`config.mk`:
```
export PLATFORM = sky130hd
export DESIGN_NAME = an_decoder_seq_flat
export DESIGN_NICKNAME = d
export VERILOG_FILES = /design/src/rtl/an_decoder_seq_if.sv /design/src/rtl/an_decoder_seq.sv /design/src/flat_wrapper.sv
export SDC_FILE = /design/constraint.sdc
export NUM_CORES = 1
export LEC_CHECK = 0
export ABC_AREA = 1
export BUFFER_PORTS_ARGS = -buffer_cell sky130_fd_sc_hd__buf_2
export CAP_MARGIN = 20
export CORE_ASPECT_RATIO = 2
export CORE_MARGIN = 4
export CORE_UTILIZATION = 63
export CTS_CLUSTER_DIAMETER = 80
export CTS_CLUSTER_SIZE = 24
export DETAILED_ROUTE_END_ITERATION = 8
export GPL_TIMING_DRIVEN = 0
export PLACE_DENSITY_LB_ADDON = 0.05
export RECOVER_POWER = 50
export SYNTH_ARGS = -nofsm -noshare
export SYNTH_HDL_FRONTEND = slang
export SYNTH_SLANG_ARGS = --single-unit
```
`constraint.sdc`:
```
create_clock -name clk -period 5.38 [get_ports clk]
set_input_delay 0.538 -clock clk [delete_from_list [all_inputs] [get_ports clk]]
set_output_delay 0.538 -clock clk [all_outputs]
set_load 0.03 [all_outputs]
```
`src/rtl/an_decoder_seq_if.sv`:
```
// Decoder handshake bundle: codeword in (valid/ready), decoded result out (valid/ready).
// The decoder connects to the slave modport and the codeword source/result sink to the master modport.
interface an_dec_if #(
  parameter int A  = 19,
  parameter int CW = 9,
  parameter int DW = 4
);
  localparam int RW = $clog2(A);
  localparam int PW = $clog2(CW);

  logic          in_valid;
  logic          in_ready;
  logic [CW-1:0] in_ane;
  logic          out_valid;
  logic          out_ready;
  logic [DW-1:0] out_n;
  logic [RW-1:0] out_res;
  logic          out_err;
  logic [PW-1:0] out_pos;
  logic          out_neg;
  logic          out_uncorr;

  modport master (
    output in_valid, in_ane, out_ready,
    input  in_ready, out_valid, out_n, out_res, out_err, out_pos, out_neg, out_uncorr
  );

  modport slave (
    input  in_valid, in_ane, out_ready,
    output in_ready, out_valid, out_n, out_res, out_err, out_pos, out_neg, out_uncorr
  );
endinterface

```
`src/rtl/an_decoder_seq.sv`:
```
// Serial AN-code single-bit corrector: residue, syndrome fix, restoring divide by A; 2*CW+2 cycles
// from accept to out_valid. One word in flight; in_ready low until the result handshake, result held until out_ready.
module an_decoder_seq #(
  parameter int A    = 19,
  parameter int CW   = 9,
  parameter int DW   = 4,
  parameter int CNTW = 16
) (
  input  logic            clk,
  input  logic            rst,
  an_dec_if.slave         bus,
  input  logic            cnt_clr,
  output logic [CNTW-1:0] cnt_corr,
  output logic [CNTW-1:0] cnt_uncorr
);
  localparam int RW  = $clog2(A);
  localparam int PW  = $clog2(CW);
  localparam int CTW = $clog2(CW + 1);
  localparam logic [RW:0] A_W = (RW + 1)'(A);

  typedef enum logic [2:0] {IDLE, RES, FIX, DIV, OUT} state_t;

  // One restoring step: shift in b, subtract A when it fits.
  function automatic logic step_q(input logic [RW-1:0] r, input logic b);
    return {r, b} >= A_W;
  endfunction

  function automatic logic [RW-1:0] step_r(input logic [RW-1:0] r, input logic b);
    logic [RW:0] t;
    t = {r, b};
    if (t >= A_W) t = t - A_W;
    return t[RW-1:0];
  endfunction

  // Returns {hit, neg, pos}; ascending scan with first-hit latch keeps the lowest position.
  function automatic logic [PW+1:0] lookup(input logic [RW-1:0] r);
    logic [PW+1:0] f;
    int            p;
    f = '0;
    p = 1;
    for (int i = 0; i < CW; i++) begin
      if (!f[PW+1]) begin
        if (r == RW'(p))          f = {2'b10, PW'(i)};
        else if (r == RW'(A - p)) f = {2'b11, PW'(i)};
      end
      p = (p * 2) % A;
    end
    return f;
  endfunction

  state_t          state_q, state_d;
  logic [CTW-1:0]  cnt_q, cnt_d;
  logic [CW-1:0]   ane_q, ane_d;
  logic [CW-1:0]   word_q, word_d;
  logic [RW-1:0]   res_q, res_d;
  logic [RW-1:0]   rem_q, rem_d;
  logic [CW-1:0]   quo_q, quo_d;
  logic            err_q, err_d;
  logic [PW-1:0]   pos_q, pos_d;
  logic            neg_q, neg_d;
  logic            unc_q, unc_d;

  logic            in_ready_q, in_ready_d;
  logic            out_valid_q, out_valid_d;
  logic [DW-1:0]   out_n_q, out_n_d;
  logic [RW-1:0]   out_res_q, out_res_d;
  logic            out_err_q, out_err_d;
  logic [PW-1:0]   out_pos_q, out_pos_d;
  logic            out_neg_q, out_neg_d;
  logic            out_uncorr_q, out_uncorr_d;
  logic [CNTW-1:0] cnt_corr_q, cnt_corr_d;
  logic [CNTW-1:0] cnt_uncorr_q, cnt_uncorr_d;

  logic [PW+1:0]   lk;
  logic [CW:0]     bitv;
  logic [CW:0]     c;
  logic            n_big;
  logic            fin_unc;

  always_comb begin
    state_d      = state_q;
    cnt_d        = cnt_q;
    ane_d        = ane_q;
    word_d       = word_q;
    res_d        = res_q;
    rem_d        = rem_q;
    quo_d        = quo_q;
    err_d        = err_q;
    pos_d        = pos_q;
    neg_d        = neg_q;
    unc_d        = unc_q;
    out_valid_d  = out_valid_q;
    out_n_d      = out_n_q;
    out_res_d    = out_res_q;
    out_err_d    = out_err_q;
    out_pos_d    = out_pos_q;
    out_neg_d    = out_neg_q;
    out_uncorr_d = out_uncorr_q;
    cnt_corr_d   = cnt_corr_q;
    cnt_uncorr_d = cnt_uncorr_q;

    lk      = lookup(res_q);
    bitv    = (CW + 1)'(1) << lk[PW-1:0];
    c       = lk[PW] ? ({1'b0, ane_q} + bitv) : ({1'b0, ane_q} - bitv);
    n_big   = |quo_q[CW-1:DW];
    fin_unc = unc_q | n_big;

    case (state_q)
      IDLE: begin
        if (bus.in_valid) begin
          ane_d   = bus.in_ane;
          word_d  = bus.in_ane;
          res_d   = '0;
          cnt_d   = '0;
          state_d = RES;
        end
      end
      RES: begin
        res_d  = step_r(res_q, word_q[CW-1]);
        word_d = word_q << 1;
        cnt_d  = cnt_q + 1'b1;
        if (cnt_q == CTW'(CW - 1)) state_d = FIX;
      end
      FIX: begin
        err_d = lk[PW+1];
        neg_d = lk[PW];
        pos_d = lk[PW-1:0];
        // C's top bit flags both borrow (C<0) and carry (C>=2^CW).
        if (res_q == '0) begin
          word_d = ane_q;
          unc_d  = 1'b0;
        end else if (!lk[PW+1]) begin
          word_d = ane_q;
          unc_d  = 1'b1;
        end else begin
          word_d = c[CW-1:0];
          unc_d  = c[CW];
        end
        rem_d   = '0;
        quo_d   = '0;
        cnt_d   = '0;
        state_d = DIV;
      end
      DIV: begin
        if (cnt_q != CTW'(CW)) begin
          rem_d  = step_r(rem_q, word_q[CW-1]);
          quo_d  = {quo_q[CW-2:0], step_q(rem_q, word_q[CW-1])};
          word_d = word_q << 1;
          cnt_d  = cnt_q + 1'b1;
        end else begin
          // Extra cycle after the last quotient bit registers the result.
          out_valid_d  = 1'b1;
          out_n_d      = fin_unc ? '0 : quo_q[DW-1:0];
          out_res_d    = res_q;
          out_err_d    = err_q;
          out_pos_d    = pos_q;
          out_neg_d    = neg_q;
          out_uncorr_d = fin_unc;
          state_d      = OUT;
        end
      end
      OUT: begin
        if (bus.out_ready) begin
          out_valid_d = 1'b0;
          state_d     = IDLE;
          if (out_err_q && cnt_corr_q != '1)      cnt_corr_d   = cnt_corr_q + 1'b1;
          if (out_uncorr_q && cnt_uncorr_q != '1) cnt_uncorr_d = cnt_uncorr_q + 1'b1;
        end
      end
      default: state_d = IDLE;
    endcase

    if (cnt_clr) begin
      cnt_corr_d   = '0;
      cnt_uncorr_d = '0;
    end
    in_ready_d = (state_d == IDLE);
  end

  always_ff @(posedge clk) begin
    if (rst) begin
      state_q      <= IDLE;
      cnt_q        <= '0;
      ane_q        <= '0;
      word_q       <= '0;
      res_q        <= '0;
      rem_q        <= '0;
      quo_q        <= '0;
      err_q        <= 1'b0;
      pos_q        <= '0;
      neg_q        <= 1'b0;
      unc_q        <= 1'b0;
      in_ready_q   <= 1'b1;
      out_valid_q  <= 1'b0;
      out_n_q      <= '0;
      out_res_q    <= '0;
      out_err_q    <= 1'b0;
      out_pos_q    <= '0;
      out_neg_q    <= 1'b0;
      out_uncorr_q <= 1'b0;
      cnt_corr_q   <= '0;
      cnt_uncorr_q <= '0;
    end else begin
      state_q      <= state_d;
      cnt_q        <= cnt_d;
      ane_q        <= ane_d;
      word_q       <= word_d;
      res_q        <= res_d;
      rem_q        <= rem_d;
      quo_q        <= quo_d;
      err_q        <= err_d;
      pos_q        <= pos_d;
      neg_q        <= neg_d;
      unc_q        <= unc_d;
      in_ready_q   <= in_ready_d;
      out_valid_q  <= out_valid_d;
      out_n_q      <= out_n_d;
      out_res_q    <= out_res_d;
      out_err_q    <= out_err_d;
      out_pos_q    <= out_pos_d;
      out_neg_q    <= out_neg_d;
      out_uncorr_q <= out_uncorr_d;
      cnt_corr_q   <= cnt_corr_d;
      cnt_uncorr_q <= cnt_uncorr_d;
    end
  end

  // A correctly fixed word is a multiple of A, so the division must leave no remainder.
  always_ff @(posedge clk) begin
    if (!rst && state_q == DIV && cnt_q == CTW'(CW) && !unc_q)
      assert (rem_q == '0) else $error("nonzero division remainder %0d", rem_q);
  end

  assign bus.in_ready   = in_ready_q;
  assign bus.out_valid  = out_valid_q;
  assign bus.out_n      = out_n_q;
  assign bus.out_res    = out_res_q;
  assign bus.out_err    = out_err_q;
  assign bus.out_pos    = out_pos_q;
  assign bus.out_neg    = out_neg_q;
  assign bus.out_uncorr = out_uncorr_q;
  assign cnt_corr       = cnt_corr_q;
  assign cnt_uncorr     = cnt_uncorr_q;
endmodule

```
`src/flat_wrapper.sv`:
```
// flat-port wrapper written by rule: the top's interface ports become plain ports
module an_decoder_seq_flat 
#(
  parameter int A    = 19,
  parameter int CW   = 9,
  parameter int DW   = 4,
  parameter int CNTW = 16
)
  (clk, rst, cnt_clr, cnt_corr, cnt_uncorr, bus_in_valid, bus_in_ane, bus_out_ready, bus_in_ready, bus_out_valid, bus_out_n, bus_out_res, bus_out_err, bus_out_pos, bus_out_neg, bus_out_uncorr);
  an_dec_if #(.A(A), .CW(CW), .DW(DW)) bus_i ();
  input  logic clk;
  input  logic rst;
  input  logic cnt_clr;
  output logic [CNTW-1:0] cnt_corr;
  output logic [CNTW-1:0] cnt_uncorr;
  input wire logic [$bits(bus_i.in_valid)-1:0] bus_in_valid;
  input wire logic [$bits(bus_i.in_ane)-1:0] bus_in_ane;
  input wire logic [$bits(bus_i.out_ready)-1:0] bus_out_ready;
  output wire logic [$bits(bus_i.in_ready)-1:0] bus_in_ready;
  output wire logic [$bits(bus_i.out_valid)-1:0] bus_out_valid;
  output wire logic [$bits(bus_i.out_n)-1:0] bus_out_n;
  output wire logic [$bits(bus_i.out_res)-1:0] bus_out_res;
  output wire logic [$bits(bus_i.out_err)-1:0] bus_out_err;
  output wire logic [$bits(bus_i.out_pos)-1:0] bus_out_pos;
  output wire logic [$bits(bus_i.out_neg)-1:0] bus_out_neg;
  output wire logic [$bits(bus_i.out_uncorr)-1:0] bus_out_uncorr;
  assign bus_i.in_valid = bus_in_valid;
  assign bus_i.in_ane = bus_in_ane;
  assign bus_i.out_ready = bus_out_ready;
  assign bus_in_ready = bus_i.in_ready;
  assign bus_out_valid = bus_i.out_valid;
  assign bus_out_n = bus_i.out_n;
  assign bus_out_res = bus_i.out_res;
  assign bus_out_err = bus_i.out_err;
  assign bus_out_pos = bus_i.out_pos;
  assign bus_out_neg = bus_i.out_neg;
  assign bus_out_uncorr = bus_i.out_uncorr;
  an_decoder_seq #(.A(A), .CW(CW), .DW(DW), .CNTW(CNTW)) u_core (.clk(clk), .rst(rst), .bus(bus_i), .cnt_clr(cnt_clr), .cnt_corr(cnt_corr), .cnt_uncorr(cnt_uncorr));
endmodule
```
==> qor.json <==
{
  "remaining_drc_errors": {"value": 0},
  "hold_slack": {"value": 0.469, "unit": "ns"},
  "cts_root_buf": {"value": "sky130_fd_sc_hd__clkbuf_16"},
  "endpoint_kind": {"value": "register"},
  "postRouteAntennaNets": {"value": 0},
  "post_drt_via_cell_ratio": {"value": 5.78},
  "top_level_ports": {"value": 64},
  "cp.required": {"value": 5.63, "unit": "ns"},
  "cts.clk_slew.worst_paths": {"value": 0.07, "unit": "ns"},
  "cts_setup_buffers": {"value": 0},
  "vias": {"value": 5778},
  "relSlewSlack": {"value": 39.8, "unit": "%"},
  "synth-seq-cells": {"value": 101},
  "global_route.usage.total": {"value": 30.2, "unit": "%"},
  "depth_of_the_cts_h_tree": {"value": 3},
  "proportion_of_layout_cells_with_a_drive_suffix_above_1": {"value": 7.00, "unit": "%"},
  "synth.avg_cell_area": {"value": 6.84, "unit": "sq um"},
  "timing.critical_path.fanout_max": {"value": 10},
  "critical_path_arrival": {"value": 4.50, "unit": "ns"},
  "finalMaxSlewViolations": {"value": 0},
  "crit_path_max_incr_delay": {"value": 0.43, "unit": "ns"},
  "ctsResizeCount": {"value": 0},
  "synth-async-reset-ratio": {"value": 0, "unit": "%"},
  "grt_setup_unrepaired": {"value": "no"},
  "start_util": {"value": 64.7, "unit": "%"},
  "synth_warnings": {"value": 0},
  "dieHeight": {"value": 142, "unit": "um"},
  "detailedRoute.firstIterationViolations": {"value": 313},
  "mostFrequentLayoutCells": {"value": "sky130_fd_sc_hd__nand2_1, sky130_fd_sc_hd__dfxtp_1, sky130_fd_sc_hd__inv_1"},
  "ys.flop_type": {"value": "sky130_fd_sc_hd__dfxtp_1"},
  "fin_setup_tns": {"value": 0, "unit": "ns"},
  "synth-edff-count": {"value": 0},
  "power_leakage": {"value": 2.47, "unit": "nW"},
  "post_synth_instance_area": {"value": 5630, "unit": "sq um"},
  "synth-seq-area-share": {"value": 35.9, "unit": "%"},
  "clock-sinks": {"value": 101},
  "number_of_core_rows": {"value": 48},
  "critical_path.cell_chain": {"value": "clkbuf_1 > inv_1 > nand2_1 > nand2_2 > nand2_1 > clkbuf_1 > o21ai_0 > nor2_1 > inv_1 > ha_1 > inv_1 > nor2_1 > nor2_1 > xor2_1 > inv_1 > ha_1 > nand2_1 > nand2_1 > o21bai_1 > a21oi_1 > xor2_1 > nand2_1 > nand3_1 > a21oi_2"},
  "most_common_cell_after_layout_fill_and_taps_aside": {"value": "sky130_fd_sc_hd__nand2_1"},
  "gp_congestion": {"value": 0.974},
  "post_synthesis_net_count": {"value": 855},
  "dieWidth": {"value": 74.9, "unit": "um"},
  "post_synth_num_cell_types": {"value": 40},
  "detail_route.first_pass.iterations": {"value": 5},
  "cts-hold-fix-buffers": {"value": 0},
  "insertion_delay": {"value": 0.36, "unit": "ns"},
  "max_frequency": {"value": 0.235, "unit": "GHz"},
  "grt_start_max_net_pins": {"value": 18},
  "criticalPathCategory": {"value": "reg2reg"},
  "fin_skew": {"value": 0.00743, "unit": "ns"},
  "worst-slew-pin-transition": {"value": 0.895, "unit": "ns"},
  "grt_ovf": {"value": 0},
  "antenna_found_initial": {"value": 0},
  "period_needed": {"value": 4.26, "unit": "ns"},
  "period_utilization": {"value": 79.1, "unit": "%"},
  "tritoncts": {"value": "yes"},
  "totalWireLength": {"value": 15600, "unit": "um"},
  "path_common_cell": {"value": "sky130_fd_sc_hd__nand2_1"},
  "vdd.ir_drop.worst": {"value": 199, "unit": "uV"},
  "dp_hpwl": {"value": 12100, "unit": "um"},
  "global_route_wire_length_before_repair": {"value": 25000, "unit": "um"},
  "power_density": {"value": 257, "unit": "nW/um^2"},
  "setup-violations-final": {"value": 0},
  "first_global_vias": {"value": 5528},
  "dpl_cell_area": {"value": 6070, "unit": "sq um"},
  "insertedDiodeCount": {"value": 0},
  "postLayoutCellArea": {"value": 6260, "unit": "sq um"},
  "portBuffers": {"value": 62},
  "critPathLaunchType": {"value": "register"},
  "design.die.area": {"value": 10600, "unit": "sq um"},
  "area_delta_synth_final": {"value": 11.1, "unit": "%"},
  "floorplan.core_area": {"value": 8710, "unit": "sq um"},
  "outcome": {"value": "completed"},
  "min-delay-path-class": {"value": "reg2reg"},
  "max_cap_viol_count": {"value": 0},
  "nets": {"value": 928},
  "final_hold_violating_endpoints": {"value": 0},
  "clock_path_buffers": {"value": 2},
  "slowest_stage": {"value": "sky130_fd_sc_hd__clkbuf_1"},
  "cts_buffers": {"value": 9},
  "syn_inst": {"value": 823},
  "post_drt_wl_per_cell": {"value": 15.6, "unit": "um"}
}
-- metal layers --
metal  wire [um]  GRT usage [%]  vias to the layer above  share of wire, %
met3         725           3.33                       62               4.7
met4         870           18.7                        0               5.6
met2        8510           56.5                      201                55
met5           0              0                        -                 0
li1            -              -                     2835                 -
met1        5460           29.8                     2680                35
-- metrics by stage --
stage | utilization, % | total power, W | setup slack (ns) | instances
after floorplan | - | 0.000951 | 2.13 | 823
after global placement | 69.7 | 0.00100 | 1.57 | 985
after detailed placement | 69.7 | 0.00101 | 1.50 | 985
after CTS | 72.8 | 0.00160 | 1.50 | 1000
after global routing | 71.9 | 0.00166 | 0.712 | 1000
final | 71.9 | 0.00161 | 1.12 | 1000
-- worst max-delay path, delay by kind of cell, from the launching register on --
family          cells  cell delay (ns)
simple gates       10             1.22
buf+inv             6             1.07
compound gates      4             0.60
fa+ha+maj           2             0.57
flops               1             0.33
xor+xnor            2             0.33
-- cell usage after synthesis (all sizes together) (15+ instances only) --
| cell type | number | area [sq um] |
|---|---|---|
| a21oi | 102 | 541 |
| clkbuf | 20 | 75.1 |
| dfxtp | 101 | 2020 |
| ha | 17 | 213 |
| inv | 99 | 372 |
| nand2 | 196 | 751 |
| nand3 | 52 | 285 |
| nand4 | 18 | 119 |
| nor2 | 75 | 309 |
| nor3 | 15 | 75.1 |
| o21ai | 52 | 260 |
| xor2 | 23 | 201 |
-- power by group --
part | internal [W] | switching, W
Sequential | 0.000764 | 0.0000149
Clock | 0.000315 | 0.000296
Combinational | 0.0000758 | 0.000140
-- cell families after synthesis --
logic type / count (synthesis) / share of synthesized area (%)
compound gates: 173 / 16.8
xor+xnor: 33 / 5.13
fa+ha+maj: 18 / 4.13
buf+inv: 130 / 9.33
flops: 101 / 35.9
mux: 1 / 0.178
simple gates: 367 / 28.6
-- layout make-up --
| class | count | area [sq um] |
|---|---|---|
| Sequential cell | 101 | 2020 |
| Clock inverter | 6 | 47.5 |
| Timing Repair Buffer | 62 | 248 |
| Buffer | 31 | 146 |
| Fill cell | 754 | 2450 |
| Multi-Input combinational cell | 592 | 3070 |
| Inverter | 99 | 372 |
| Tap cell | 100 | 125 |
| Clock buffer | 9 | 225 |
-- path summary, 6_finish.rpt --
kind / from / end / slack, ns / depth (start not counted)
worst min-delay path: u_core.bus.out_valid$_SDFFE_PP0P_ / u_core.bus.out_valid$_SDFFE_PP0P_ / 0.47 / 2
worst min register to register: u_core.bus.out_valid$_SDFFE_PP0P_ / u_core.bus.out_valid$_SDFFE_PP0P_ / 0.47 / 2
worst max register to register: u_core.res_q[0]$_SDFFE_PP0P_ / u_core.word_q[5]$_SDFFE_PP0P_ / 1.12 / 24
worst max-delay path: u_core.res_q[0]$_SDFFE_PP0P_ / u_core.word_q[5]$_SDFFE_PP0P_ / 1.12 / 24
-- flip-flops by register name, summed over array words and instances, names as in the netlist, 3 cells and up --
| signal | flops |
|---|---|
| u_core.cnt_corr | 16 |
| u_core.cnt_uncorr | 16 |
| u_core.ane_q | 9 |
| u_core.quo_q | 9 |
| u_core.word_q | 9 |
| u_core.bus.out_res | 5 |
| u_core.rem_q | 5 |
| u_core.res_q | 5 |
| u_core.bus.out_n | 4 |
| u_core.bus.out_pos | 4 |
| u_core.cnt_q | 4 |
| u_core.pos_q | 4 |
| u_core.state_q | 3 |
(Power assumes the default switching activity.)
